File: src/rtl/ahb_pkg.sv
// Shared AHB-Lite encodings for the burst master.
// Transfer types, response codes and master FSM states.
package ahb_pkg;

  typedef enum logic [1:0] {
    HT_IDLE   = 2'b00,
    HT_BUSY   = 2'b01,
    HT_NONSEQ = 2'b10,
    HT_SEQ    = 2'b11
  } htrans_e;

  typedef enum logic {
    HR_OKAY  = 1'b0,
    HR_ERROR = 1'b1
  } hresp_e;

  typedef enum logic [1:0] {
    S_IDLE = 2'd0,
    S_ADDR = 2'd1,
    S_LAST = 2'd2,
    S_ERR  = 2'd3
  } mstate_e;

endpackage

File: src/rtl/ahb_burst_master.sv
// AHB-Lite INCR burst master: pipelined address/data phases,
// read data return and done/err completion pulses.
module ahb_burst_master
  import ahb_pkg::*;
#(
  parameter int ADDR_W   = 32,
  parameter int DATA_W   = 32,
  parameter int ADDR_INC = 1,
  parameter int LEN_W    = 4
) (
  input  logic              hclk,
  input  logic              hreset,
  input  logic              cmd_valid,
  output logic              cmd_ready,
  input  logic              cmd_write,
  input  logic [ADDR_W-1:0] cmd_addr,
  input  logic [LEN_W-1:0]  cmd_len,
  input  logic              wr_valid,
  input  logic [DATA_W-1:0] wr_data,
  output logic              wr_ready,
  output logic              rd_valid,
  output logic [DATA_W-1:0] rd_data,
  output logic              done,
  output logic              err,
  output logic [ADDR_W-1:0] haddr,
  output logic              hwrite,
  output logic [1:0]        htrans,
  output logic [DATA_W-1:0] hwdata,
  output logic              hsel,
  input  logic              hready,
  input  logic              hresp,
  input  logic [DATA_W-1:0] hrdata
);

  mstate_e state, state_n;

  logic              wr_q;
  logic [LEN_W-1:0]  len_q;
  logic [LEN_W-1:0]  beat;
  logic [ADDR_W-1:0] addr_q;
  logic [DATA_W-1:0] wd_hold;
  logic [DATA_W-1:0] hwdata_q;
  logic [DATA_W-1:0] rd_data_q;
  logic              dph;
  logic              hold;
  logic              rd_valid_q;
  logic              done_q;
  logic              err_q;

  logic active;
  logic accept;
  logic rd_hit;
  logic fin;
  logic fin_err;

  always_ff @(posedge hclk) begin
    if (hreset) state <= S_IDLE;
    else        state <= state_n;
  end

  always_comb begin
    state_n   = state;
    cmd_ready = 1'b0;
    hsel      = 1'b0;
    hwrite    = 1'b0;
    htrans    = HT_IDLE;
    active    = 1'b0;
    accept    = 1'b0;
    rd_hit    = 1'b0;
    fin       = 1'b0;
    fin_err   = 1'b0;
    unique case (state)
      S_IDLE: begin
        cmd_ready = 1'b1;
        if (cmd_valid) state_n = S_ADDR;
      end
      S_ADDR: begin
        hsel   = 1'b1;
        hwrite = wr_q;
        // a stalled beat stays issued even if wr_valid drops
        active = hold || !wr_q || wr_valid;
        if (active)
          htrans = (beat == '0) ? HT_NONSEQ : HT_SEQ;
        else if (beat != '0)
          htrans = HT_BUSY;
        if (dph && hresp) begin
          if (hready) begin
            fin     = 1'b1;
            fin_err = 1'b1;
            state_n = S_IDLE;
          end else begin
            state_n = S_ERR;
          end
        end else begin
          accept = active && hready;
          rd_hit = dph && hready && !wr_q;
          if (accept && beat == len_q)
            state_n = S_LAST;
        end
      end
      S_LAST: begin
        hsel   = 1'b1;
        hwrite = wr_q;
        if (hresp) begin
          if (hready) begin
            fin     = 1'b1;
            fin_err = 1'b1;
            state_n = S_IDLE;
          end else begin
            state_n = S_ERR;
          end
        end else if (hready) begin
          fin     = 1'b1;
          rd_hit  = !wr_q;
          state_n = S_IDLE;
        end
      end
      S_ERR: begin
        hsel   = 1'b1;
        hwrite = wr_q;
        if (hready) begin
          fin     = 1'b1;
          fin_err = 1'b1;
          state_n = S_IDLE;
        end
      end
      default: state_n = S_IDLE;
    endcase
  end

  always_ff @(posedge hclk) begin
    if (hreset) begin
      wr_q       <= 1'b0;
      len_q      <= '0;
      beat       <= '0;
      addr_q     <= '0;
      wd_hold    <= '0;
      hwdata_q   <= '0;
      rd_data_q  <= '0;
      dph        <= 1'b0;
      hold       <= 1'b0;
      rd_valid_q <= 1'b0;
      done_q     <= 1'b0;
      err_q      <= 1'b0;
    end else begin
      done_q     <= fin;
      err_q      <= fin_err;
      rd_valid_q <= rd_hit;
      if (rd_hit) rd_data_q <= hrdata;
      hold <= (state_n == S_ADDR) && active && !hready;
      if (active && !hold) wd_hold <= wr_data;
      if (hready) dph <= accept;
      if (state == S_IDLE && cmd_valid) begin
        wr_q   <= cmd_write;
        len_q  <= cmd_len;
        addr_q <= cmd_addr;
        beat   <= '0;
        dph    <= 1'b0;
      end
      if (accept) begin
        beat   <= beat + 1'b1;
        addr_q <= addr_q + ADDR_W'(ADDR_INC);
        if (wr_q) hwdata_q <= hold ? wd_hold : wr_data;
      end
    end
  end

  assign wr_ready = accept && wr_q;
  assign haddr    = addr_q;
  assign hwdata   = hwdata_q;
  assign rd_valid = rd_valid_q;
  assign rd_data  = rd_data_q;
  assign done     = done_q;
  assign err      = err_q;

endmodule

File: config.mk
export PLATFORM = sky130hd
export DESIGN_NAME = ahb_burst_master
export DESIGN_NICKNAME = d
export VERILOG_FILES = /design/src/rtl/ahb_pkg.sv /design/src/rtl/ahb_burst_master.sv
export SDC_FILE = /design/constraint.sdc
export NUM_CORES = 1
export LEC_CHECK = 0
export ABC_AREA = 1
export CORE_UTILIZATION = 23
export DETAILED_ROUTE_END_ITERATION = 16
export PLACE_DENSITY_LB_ADDON = 0.12
export SETUP_SLACK_MARGIN = 0.4
export SLEW_MARGIN = 20
export SYNTH_ARGS = -nofsm -noshare
export SYNTH_HDL_FRONTEND = slang
export SYNTH_SLANG_ARGS = --single-unit
File: constraint.sdc
create_clock -name hclk -period 4 [get_ports hclk]
set_input_delay 0.6 -clock hclk [delete_from_list [all_inputs] [get_ports hclk]]
set_output_delay 0.6 -clock hclk [all_outputs]
set_load 0.01 [all_outputs]
==> impl_metrics.prom, run 1 <==
# TYPE chip_impl_metric gauge
chip_impl_info{name="outcome",value="finished clean"} 1
chip_impl_info{name="critical_path.cell_chain",value="clkdlybuf4s50_1 > inv_1 > nand3_1 > nand2_1 > inv_2 > buf_4 > clkdlybuf4s50_1"} 1
chip_impl_metric{name="pwr-share-seq",unit=""} 0.425
chip_impl_metric{name="synth_mux_area_frac",unit=""} 0
chip_impl_metric{name="power.combinational.fraction",unit=""} 0.140
chip_impl_metric{name="fin_setup_tns",unit="ps"} 0
chip_impl_metric{name="dp_slack",unit="ps"} 985
chip_impl_metric{name="synth.net_count",unit=""} 1081
chip_impl_metric{name="yosysWarningCount",unit=""} 0
chip_impl_info{name="setup_repair_after_global_routing_missed_its_margin",value="no"} 1
chip_impl_metric{name="first_global_vias",unit=""} 6564
chip_impl_info{name="cts_tree",value="yes"} 1
chip_impl_metric{name="dp.final_hpwl",unit="mm"} 16.5
chip_impl_metric{name="final-setup-viol-count",unit=""} 0
chip_impl_metric{name="power_internal",unit="mW"} 2.64
chip_impl_metric{name="cts_hold_repair.buffers",unit=""} 0
chip_impl_metric{name="die_width",unit="um"} 173
chip_impl_metric{name="initial_core_util",unit=""} 0.234
chip_impl_info{name="hp-class",value="flop to flop"} 1
chip_impl_info{name="ctsRootBufferMaster",value="sky130_fd_sc_hd__clkbuf_16"} 1
chip_impl_metric{name="fin_crit_sh",unit=""} 0.753
chip_impl_metric{name="detailed_routing_iteration_count_for_the_pre_antenna_repair_pass",unit=""} 5
chip_impl_metric{name="drc",unit=""} 0
chip_impl_metric{name="arrival",unit="ps"} 2410
chip_impl_metric{name="finalCriticalPeriod",unit="ps"} 3010
chip_impl_metric{name="share_clk_of_total_power",unit=""} 0.435
chip_impl_metric{name="cts_max_level",unit=""} 4
chip_impl_metric{name="synth_seq_area_share",unit=""} 0.431
chip_impl_metric{name="post_synth_fa_ha_maj_area_fraction",unit=""} 0.0131
chip_impl_metric{name="die_area",unit="um2"} 29800
chip_impl_metric{name="layout-area-overhead-vs-synth",unit="%"} 45.3
chip_impl_metric{name="worst_slew_margin_rel",unit=""} 0.447
chip_impl_metric{name="max-cap-violations",unit=""} 0
chip_impl_info{name="setup.worst_path.start_class",value="input port"} 1
chip_impl_metric{name="synth_edf_count",unit=""} 0
chip_impl_metric{name="cts_inserted_buffers",unit=""} 17
chip_impl_metric{name="synth_compound_area_frac",unit=""} 0.196
chip_impl_metric{name="longest_individual_stage_delay_on_the_worst_path",unit="ps"} 620
chip_impl_metric{name="netlist_instances",unit=""} 967
chip_impl_info{name="crit_path_capture_type",value="primary output"} 1
chip_impl_info{name="timing.critical_path.slowest_stage_cell",value="sky130_fd_sc_hd__clkdlybuf4s50_1"} 1
chip_impl_metric{name="postCtsSetupBuffers",unit=""} 0
chip_impl_metric{name="timing_hold_violations_final",unit=""} 0
chip_impl_metric{name="p_sw_frac",unit=""} 0.282
chip_impl_metric{name="timing.final.max_slew_violations",unit=""} 0
chip_impl_metric{name="final_antenna_net_count",unit=""} 0
chip_impl_metric{name="core-area",unit="um2"} 28600
chip_impl_info{name="critical_path.most_common_cell",value="sky130_fd_sc_hd__clkdlybuf4s50_1"} 1
chip_impl_metric{name="finalWeightedCongestion",unit=""} 0.884
chip_impl_metric{name="totalWireLength",unit="mm"} 23.6
chip_impl_metric{name="achievable-frequency",unit="MHz"} 332
chip_impl_metric{name="detail_route.vias_per_cell",unit=""} 4.46
chip_impl_metric{name="insertion_delay",unit="ps"} 420
chip_impl_metric{name="clock_path_buffers",unit=""} 2
chip_impl_info{name="synth_flop_cell",value="sky130_fd_sc_hd__dfxtp_1"} 1
chip_impl_metric{name="stdcell_area",unit="um2"} 9720
chip_impl_info{name="synth_top_family_by_area",value="simple AND/OR/NAND/NOR gates"} 1
chip_impl_metric{name="worst_ir_drop_vdd",unit="V"} 0.000233
chip_impl_metric{name="cts_resized",unit=""} 0
chip_impl_metric{name="layout.cells.non_filler",unit=""} 1551
chip_impl_metric{name="grt_pass1_wl",unit="mm"} 37.7
chip_impl_metric{name="power.switching",unit="mW"} 1.04
chip_impl_metric{name="ys_async_sr_fraction",unit=""} 0
chip_impl_metric{name="clock_sink_count",unit=""} 144
chip_impl_metric{name="final_layout_size_suffix_gt1_frac",unit=""} 0.0515
chip_impl_metric{name="clk_transition_reported_paths",unit="ps"} 70
chip_impl_metric{name="globalRouteTotalUtil",unit=""} 0.159
chip_impl_metric{name="synthXorXnorAreaFrac",unit=""} 0.0105
chip_impl_metric{name="worst_slew_pin_slew",unit="ps"} 829
chip_impl_metric{name="simple_gate_area_share_of_the_yosys_netlist",unit=""} 0.264
chip_impl_metric{name="numPlacedInstances",unit=""} 1518
chip_impl_metric{name="ys_types",unit=""} 34
chip_impl_metric{name="fin_ws",unit="ps"} 990
chip_impl_metric{name="std_cell_rows",unit=""} 62
chip_impl_metric{name="power.total",unit="mW"} 3.68
chip_impl_metric{name="grt_max_degree",unit=""} 67
chip_impl_metric{name="postSynthRegisterBits",unit=""} 144
chip_impl_metric{name="antenna_violations_before_repair",unit=""} 1
chip_impl_metric{name="placed_cell_area",unit="um2"} 9120
chip_impl_metric{name="syn_avg_cell_area",unit="um2"} 6.91
chip_impl_metric{name="fp.dieH",unit="um"} 173
chip_impl_metric{name="p_per_area",unit="nW/um2"} 379
chip_impl_metric{name="detail_route.wl_per_cell",unit="um"} 15.2
chip_impl_metric{name="layout.nets",unit=""} 1267
chip_impl_metric{name="leakage",unit="nW"} 3.46
chip_impl_metric{name="design.portCount",unit=""} 212
chip_impl_metric{name="timing.critical_path.required",unit="ps"} 3400
chip_impl_metric{name="dr.first_iter.drc_count",unit=""} 427
chip_impl_metric{name="portBuffers",unit=""} 211
chip_impl_metric{name="num-fill-cells",unit=""} 3057
chip_impl_metric{name="vias",unit=""} 6915
chip_impl_metric{name="grt_overflow",unit=""} 0
chip_impl_metric{name="path_max_fanout",unit=""} 34
chip_impl_metric{name="clock_skew",unit="ps"} 14.7
chip_impl_info{name="worst_setup_path_category",value="input port to primary output"} 1
chip_impl_metric{name="netlist_area",unit="um2"} 6690
-- critical path, delay by kind of cell --
family                 cells  cell delay, ps
AND/OR/NAND/NOR            2             190
buffers and inverters      5            1570
-- cells by family (layout without fill, tap and decap cells) --
logic type      Yosys count  count (layout)
flops                   144             144
fa+ha+maj                 7               7
other cells               0               1
xor+xnor                  8               8
simple gates            422             422
buf+inv                 144             343
compound gates          242             242
-- state kept, by name, summed over array words and instances, names as in the netlist, 2 cells and up --
| signal | flops |
|---|---|
| haddr | 32 |
| hwdata | 32 |
| rd_data | 32 |
| wd_hold | 32 |
| beat | 4 |
| len_q | 4 |
| state | 2 |
-- final cells by class --
cell class                      instances  area, um2  area share
Antenna cell                            1       2.50    0.000258
Inverter                               88        330      0.0340
Sequential cell                       144       2880       0.297
Timing Repair Buffer                  223       2200       0.226
Tap cell                              384        480      0.0495
Clock buffer                           18        439      0.0452
Multi-Input combinational cell        679       3230       0.333
Clock inverter                         14        150      0.0155
-- placed cells by master (no fill, tap or decap), types with 2 or more instances in the layout --
cell | synthesis | layout
sky130_fd_sc_hd__o21ai_1 | 21 | 21
sky130_fd_sc_hd__a21oi_1 | 102 | 102
sky130_fd_sc_hd__nor2_1 | 57 | 57
sky130_fd_sc_hd__buf_4 | 5 | 12
sky130_fd_sc_hd__inv_6 | 0 | 4
sky130_fd_sc_hd__nand2_2 | 2 | 2
sky130_fd_sc_hd__nand4_1 | 8 | 8
sky130_fd_sc_hd__clkinvlp_4 | 0 | 3
sky130_fd_sc_hd__inv_1 | 82 | 81
sky130_fd_sc_hd__a31oi_1 | 37 | 37
sky130_fd_sc_hd__nand3_1 | 66 | 66
sky130_fd_sc_hd__clkinv_4 | 0 | 4
sky130_fd_sc_hd__xnor2_1 | 2 | 2
sky130_fd_sc_hd__o21a_1 | 9 | 9
sky130_fd_sc_hd__o21ai_0 | 61 | 61
sky130_fd_sc_hd__xor2_1 | 6 | 6
sky130_fd_sc_hd__o211ai_1 | 3 | 3
sky130_fd_sc_hd__ha_1 | 7 | 7
sky130_fd_sc_hd__clkbuf_16 | 0 | 17
sky130_fd_sc_hd__a211oi_1 | 3 | 3
sky130_fd_sc_hd__clkdlybuf4s50_1 | 0 | 210
sky130_fd_sc_hd__dfxtp_1 | 144 | 144
sky130_fd_sc_hd__inv_2 | 5 | 6
sky130_fd_sc_hd__or2_2 | 3 | 3
sky130_fd_sc_hd__o21bai_1 | 3 | 3
sky130_fd_sc_hd__nand2_1 | 261 | 261
sky130_fd_sc_hd__nor2_2 | 2 | 2
sky130_fd_sc_hd__nor3_1 | 14 | 14
sky130_fd_sc_hd__nand3b_1 | 6 | 6
-- synthesized netlist by cell type, drive strengths merged (2+ instances only) --
cell / n / share of area
nor3: 15 / 0.013
xor2: 6 / 0.0079
o21bai: 3 / 0.0034
clkbuf: 39 / 0.022
a21oi: 102 / 0.076
buf: 17 / 0.014
nand3b: 6 / 0.0067
a211oi: 3 / 0.0034
nand2: 263 / 0.15
nand3: 67 / 0.051
nand4: 8 / 0.0075
o21a: 9 / 0.010
o21ai: 82 / 0.061
ha: 7 / 0.013
a31oi: 37 / 0.035
or2: 4 / 0.0037
nor2: 59 / 0.034
xnor2: 2 / 0.0026
inv: 87 / 0.049
dfxtp: 144 / 0.43
o211ai: 3 / 0.0034
-- power groups by stage --
stage | clock (mW) | combinational [mW] | sequential [mW]
after global placement | 0 | 0.515 | 1.60
final | 1.60 | 0.514 | 1.57
after detailed placement | 0 | 0.519 | 1.60
after floorplan | 0 | 0.236 | 1.59
after global routing | 1.72 | 0.571 | 1.58
after CTS | 1.66 | 0.522 | 1.57
-- per-layer routing --
layer	GRT usage	up-vias	routed length, um
met5	0	-	0
met4	0.0398	0	213
met3	0.0378	13	1320
met2	0.245	187	10400
met1	0.223	3147	11700
li1	-	3568	-
-- through the flow --
stage	hold slack (ps)	utilization
CTS	446	0.339
finish	442	0.339
detailed placement	435	0.319
floorplan	441	-
global route	459	0.339
global placement	432	0.319
-- path summary, 6_finish.rpt --
check                                 start           to  slack, ps  cells after the start
worst min-delay path            rd_data[14]  rd_data[14]        440                      2
worst min register to register  rd_data[14]  rd_data[14]        440                      2
worst max register to register     state[0]    haddr[19]       1410                     10
worst max-delay path               wr_valid    htrans[1]        990                      7
No activity file was read; power rests on OpenSTA's default activity.
==> run 2, diff against run 1 <==
==> constraint.sdc (replaced) <==
create_clock -name hclk -period 2.7 [get_ports hclk]
set_input_delay 0.405 -clock hclk [delete_from_list [all_inputs] [get_ports hclk]]
set_output_delay 0.405 -clock hclk [all_outputs]
set_load 0.01 [all_outputs]
==> impl_metrics.prom, run 2 (synthesis results as in run 1) <==
# TYPE chip_impl_metric gauge
chip_impl_info{name="outcome",value="finished clean"} 1
chip_impl_metric{name="max-cap-violations",unit=""} 0
chip_impl_metric{name="p_sw_frac",unit=""} 0.289
chip_impl_metric{name="dp.final_hpwl",unit="mm"} 16.6
chip_impl_info{name="cts_tree",value="yes"} 1
chip_impl_metric{name="ff2ff_path_depth",unit=""} 11
chip_impl_metric{name="dp_slack",unit="ps"} 217
chip_impl_metric{name="core-area",unit="um2"} 28600
chip_impl_info{name="startpoint_of_the_tightest_hold_check_path",value="hreset"} 1
chip_impl_metric{name="timing.critical_path.required",unit="ps"} 2300
chip_impl_info{name="hp-class",value="input port to flop"} 1
chip_impl_info{name="crit-reg2reg-launch",value="state[1]"} 1
chip_impl_metric{name="vias",unit=""} 6996
chip_impl_metric{name="grt_max_degree",unit=""} 67
chip_impl_info{name="r2r_end",value="haddr[22]"} 1
chip_impl_metric{name="fin_setup_tns",unit="ps"} 0
chip_impl_metric{name="fp.dieH",unit="um"} 173
chip_impl_metric{name="r2r_setup_slk",unit="ps"} 570
chip_impl_metric{name="final-setup-viol-count",unit=""} 0
chip_impl_info{name="crit_path_end",value="htrans[1]"} 1
chip_impl_metric{name="design.portCount",unit=""} 212
chip_impl_metric{name="leakage",unit="nW"} 3.53
chip_impl_metric{name="postCtsSetupBuffers",unit=""} 0
chip_impl_metric{name="timing_hold_violations_final",unit=""} 0
chip_impl_metric{name="final_antenna_net_count",unit=""} 0
chip_impl_info{name="mostFrequentLayoutCells",value="sky130_fd_sc_hd__nand2_1 (261), sky130_fd_sc_hd__clkdlybuf4s50_1 (205), sky130_fd_sc_hd__dfxtp_1 (144)"} 1
chip_impl_info{name="setup_repair_after_global_routing_missed_its_margin",value="yes"} 1
chip_impl_metric{name="path_max_fanout",unit=""} 5
chip_impl_metric{name="detail_route.wl_per_cell",unit="um"} 15.4
chip_impl_metric{name="layout-area-overhead-vs-synth",unit="%"} 46.6
chip_impl_metric{name="arrival",unit="ps"} 1780
chip_impl_metric{name="grt_pass1_wl",unit="mm"} 38.3
chip_impl_metric{name="die_width",unit="um"} 173
chip_impl_metric{name="timing.hold.worst_path_depth",unit=""} 4
chip_impl_metric{name="fin_crit_sh",unit=""} 0.811
chip_impl_metric{name="std_cell_rows",unit=""} 62
chip_impl_metric{name="detail_route.vias_per_cell",unit=""} 4.49
chip_impl_metric{name="cts_max_level",unit=""} 4
chip_impl_info{name="setup.worst_path.start_class",value="flop"} 1
chip_impl_metric{name="p_per_area",unit="nW/um2"} 563
chip_impl_metric{name="clk_transition_reported_paths",unit="ps"} 70
chip_impl_metric{name="fin_ws",unit="ps"} 511
chip_impl_metric{name="insertion_delay",unit="ps"} 430
chip_impl_info{name="leading_cell_type_in_the_layout_fill_and_taps_excluded",value="sky130_fd_sc_hd__nand2_1"} 1
chip_impl_metric{name="antenna_violations_before_repair",unit=""} 1
chip_impl_metric{name="first_global_vias",unit=""} 6687
chip_impl_info{name="worst_setup_path_category",value="flop to primary output"} 1
chip_impl_metric{name="worst_slew_pin_slew",unit="ps"} 848
chip_impl_metric{name="achievable-frequency",unit="MHz"} 457
chip_impl_info{name="worst_setup_path_startpoint",value="state[1]"} 1
chip_impl_metric{name="dr.first_iter.drc_count",unit=""} 360
chip_impl_metric{name="portBuffers",unit=""} 211
chip_impl_metric{name="power.combinational.fraction",unit=""} 0.143
chip_impl_metric{name="clock_skew",unit="ps"} 13.2
chip_impl_metric{name="pwr-share-seq",unit=""} 0.419
chip_impl_metric{name="detailed_routing_iteration_count_for_the_pre_antenna_repair_pass",unit=""} 5
chip_impl_metric{name="clock_sink_count",unit=""} 144
chip_impl_metric{name="cts_inserted_buffers",unit=""} 17
chip_impl_metric{name="die_area",unit="um2"} 29800
chip_impl_metric{name="finalWeightedCongestion",unit=""} 0.875
chip_impl_metric{name="drc",unit=""} 0
chip_impl_metric{name="totalWireLength",unit="mm"} 24.1
chip_impl_metric{name="finalCriticalPeriod",unit="ps"} 2190
chip_impl_metric{name="globalRouteTotalUtil",unit=""} 0.163
chip_impl_metric{name="worst_ir_drop_vdd",unit="V"} 0.000366
chip_impl_metric{name="final_layout_size_suffix_gt1_frac",unit=""} 0.0614
chip_impl_metric{name="power_internal",unit="mW"} 3.92
chip_impl_metric{name="layout.nets",unit=""} 1274
chip_impl_metric{name="grt_overflow",unit=""} 0
chip_impl_metric{name="power.switching",unit="mW"} 1.60
chip_impl_metric{name="initial_core_util",unit=""} 0.234
chip_impl_info{name="crit_path_capture_type",value="primary output"} 1
chip_impl_metric{name="clock_path_buffers",unit=""} 2
chip_impl_metric{name="timing.final.max_slew_violations",unit=""} 0
chip_impl_metric{name="share_clk_of_total_power",unit=""} 0.438
chip_impl_metric{name="worst_slew_margin_rel",unit=""} 0.434
chip_impl_info{name="ctsRootBufferMaster",value="sky130_fd_sc_hd__clkbuf_16"} 1
## run 2: changes by cell type in the layout (fill, tap and decap cells not counted), moves of 2 or more
cell                              change
sky130_fd_sc_hd__buf_12               +2
sky130_fd_sc_hd__buf_4                +4
sky130_fd_sc_hd__clkdlybuf4s50_1      -5
sky130_fd_sc_hd__clkinv_4             -2
sky130_fd_sc_hd__dlygate4sd2_1        +4
sky130_fd_sc_hd__inv_8                +3
sky130_fd_sc_hd__nor2_1               -2
sky130_fd_sc_hd__nor2_2               +2
## run 2: layer usage
layer,track usage,wire length [um]
met5,0,0
met4,0.0424,223
met3,0.0365,1330
met2,0.253,10800
met1,0.228,11700
## run 2: worst min path at each step
stage	endpoint	slack, ps
finish	rd_data[12]	380
global route	rd_data[19]	400
CTS	rd_data[16]	360
detailed placement	rd_data[4]	430
floorplan	wd_hold[2]	440
global placement	rd_data[8]	430
## run 2: area by class of cell
type / count / area, um2
antenna: 1 / 2.50
clock buffer: 17 / 425
clock inverter: 15 / 168
fill: 3086 / 18800
inverter: 88 / 334
multi-input combinational: 679 / 3240
sequential: 144 / 2880
tap: 384 / 480
timing repair buffer: 230 / 2270
## run 2: power groups by stage
stage | clock (mW) | combinational (mW) | sequential, mW
after floorplan | 0 | 0.350 | 2.36
after global placement | 0 | 0.792 | 2.37
after detailed placement | 0 | 0.797 | 2.36
after CTS | 2.52 | 0.798 | 2.32
after global routing | 2.60 | 0.870 | 2.33
final | 2.42 | 0.787 | 2.32
## run 2: through the flow
step                instance area [um2]  total power [mW]  hold slack, ps  utilization  cells
detailed placement                 9200              3.16             434        0.321   1525
floorplan                          6690              2.71             441            -    967
CTS                                9790              5.63             362        0.342   1557
finish                             9800              5.52             378        0.342   1558
global route                       9800              5.80             402        0.342   1557
global placement                   9200              3.16             431        0.321   1525
## run 2: worst max-delay path, cell delays in order (launching register included)
cell and delay, ps:
sky130_fd_sc_hd__dfxtp_1 410, sky130_fd_sc_hd__inv_1 110, sky130_fd_sc_hd__ha_1 240, sky130_fd_sc_hd__nand2_1 170, sky130_fd_sc_hd__inv_2 80, sky130_fd_sc_hd__dlygate4sd2_1 350
## run 2: what timing repair did
item,CTS,global route
setup endpoints to repair,5,15
pin swaps,0,0
hold buffers,0,0
gates resized for setup,6,6
hold endpoints to repair,0,0
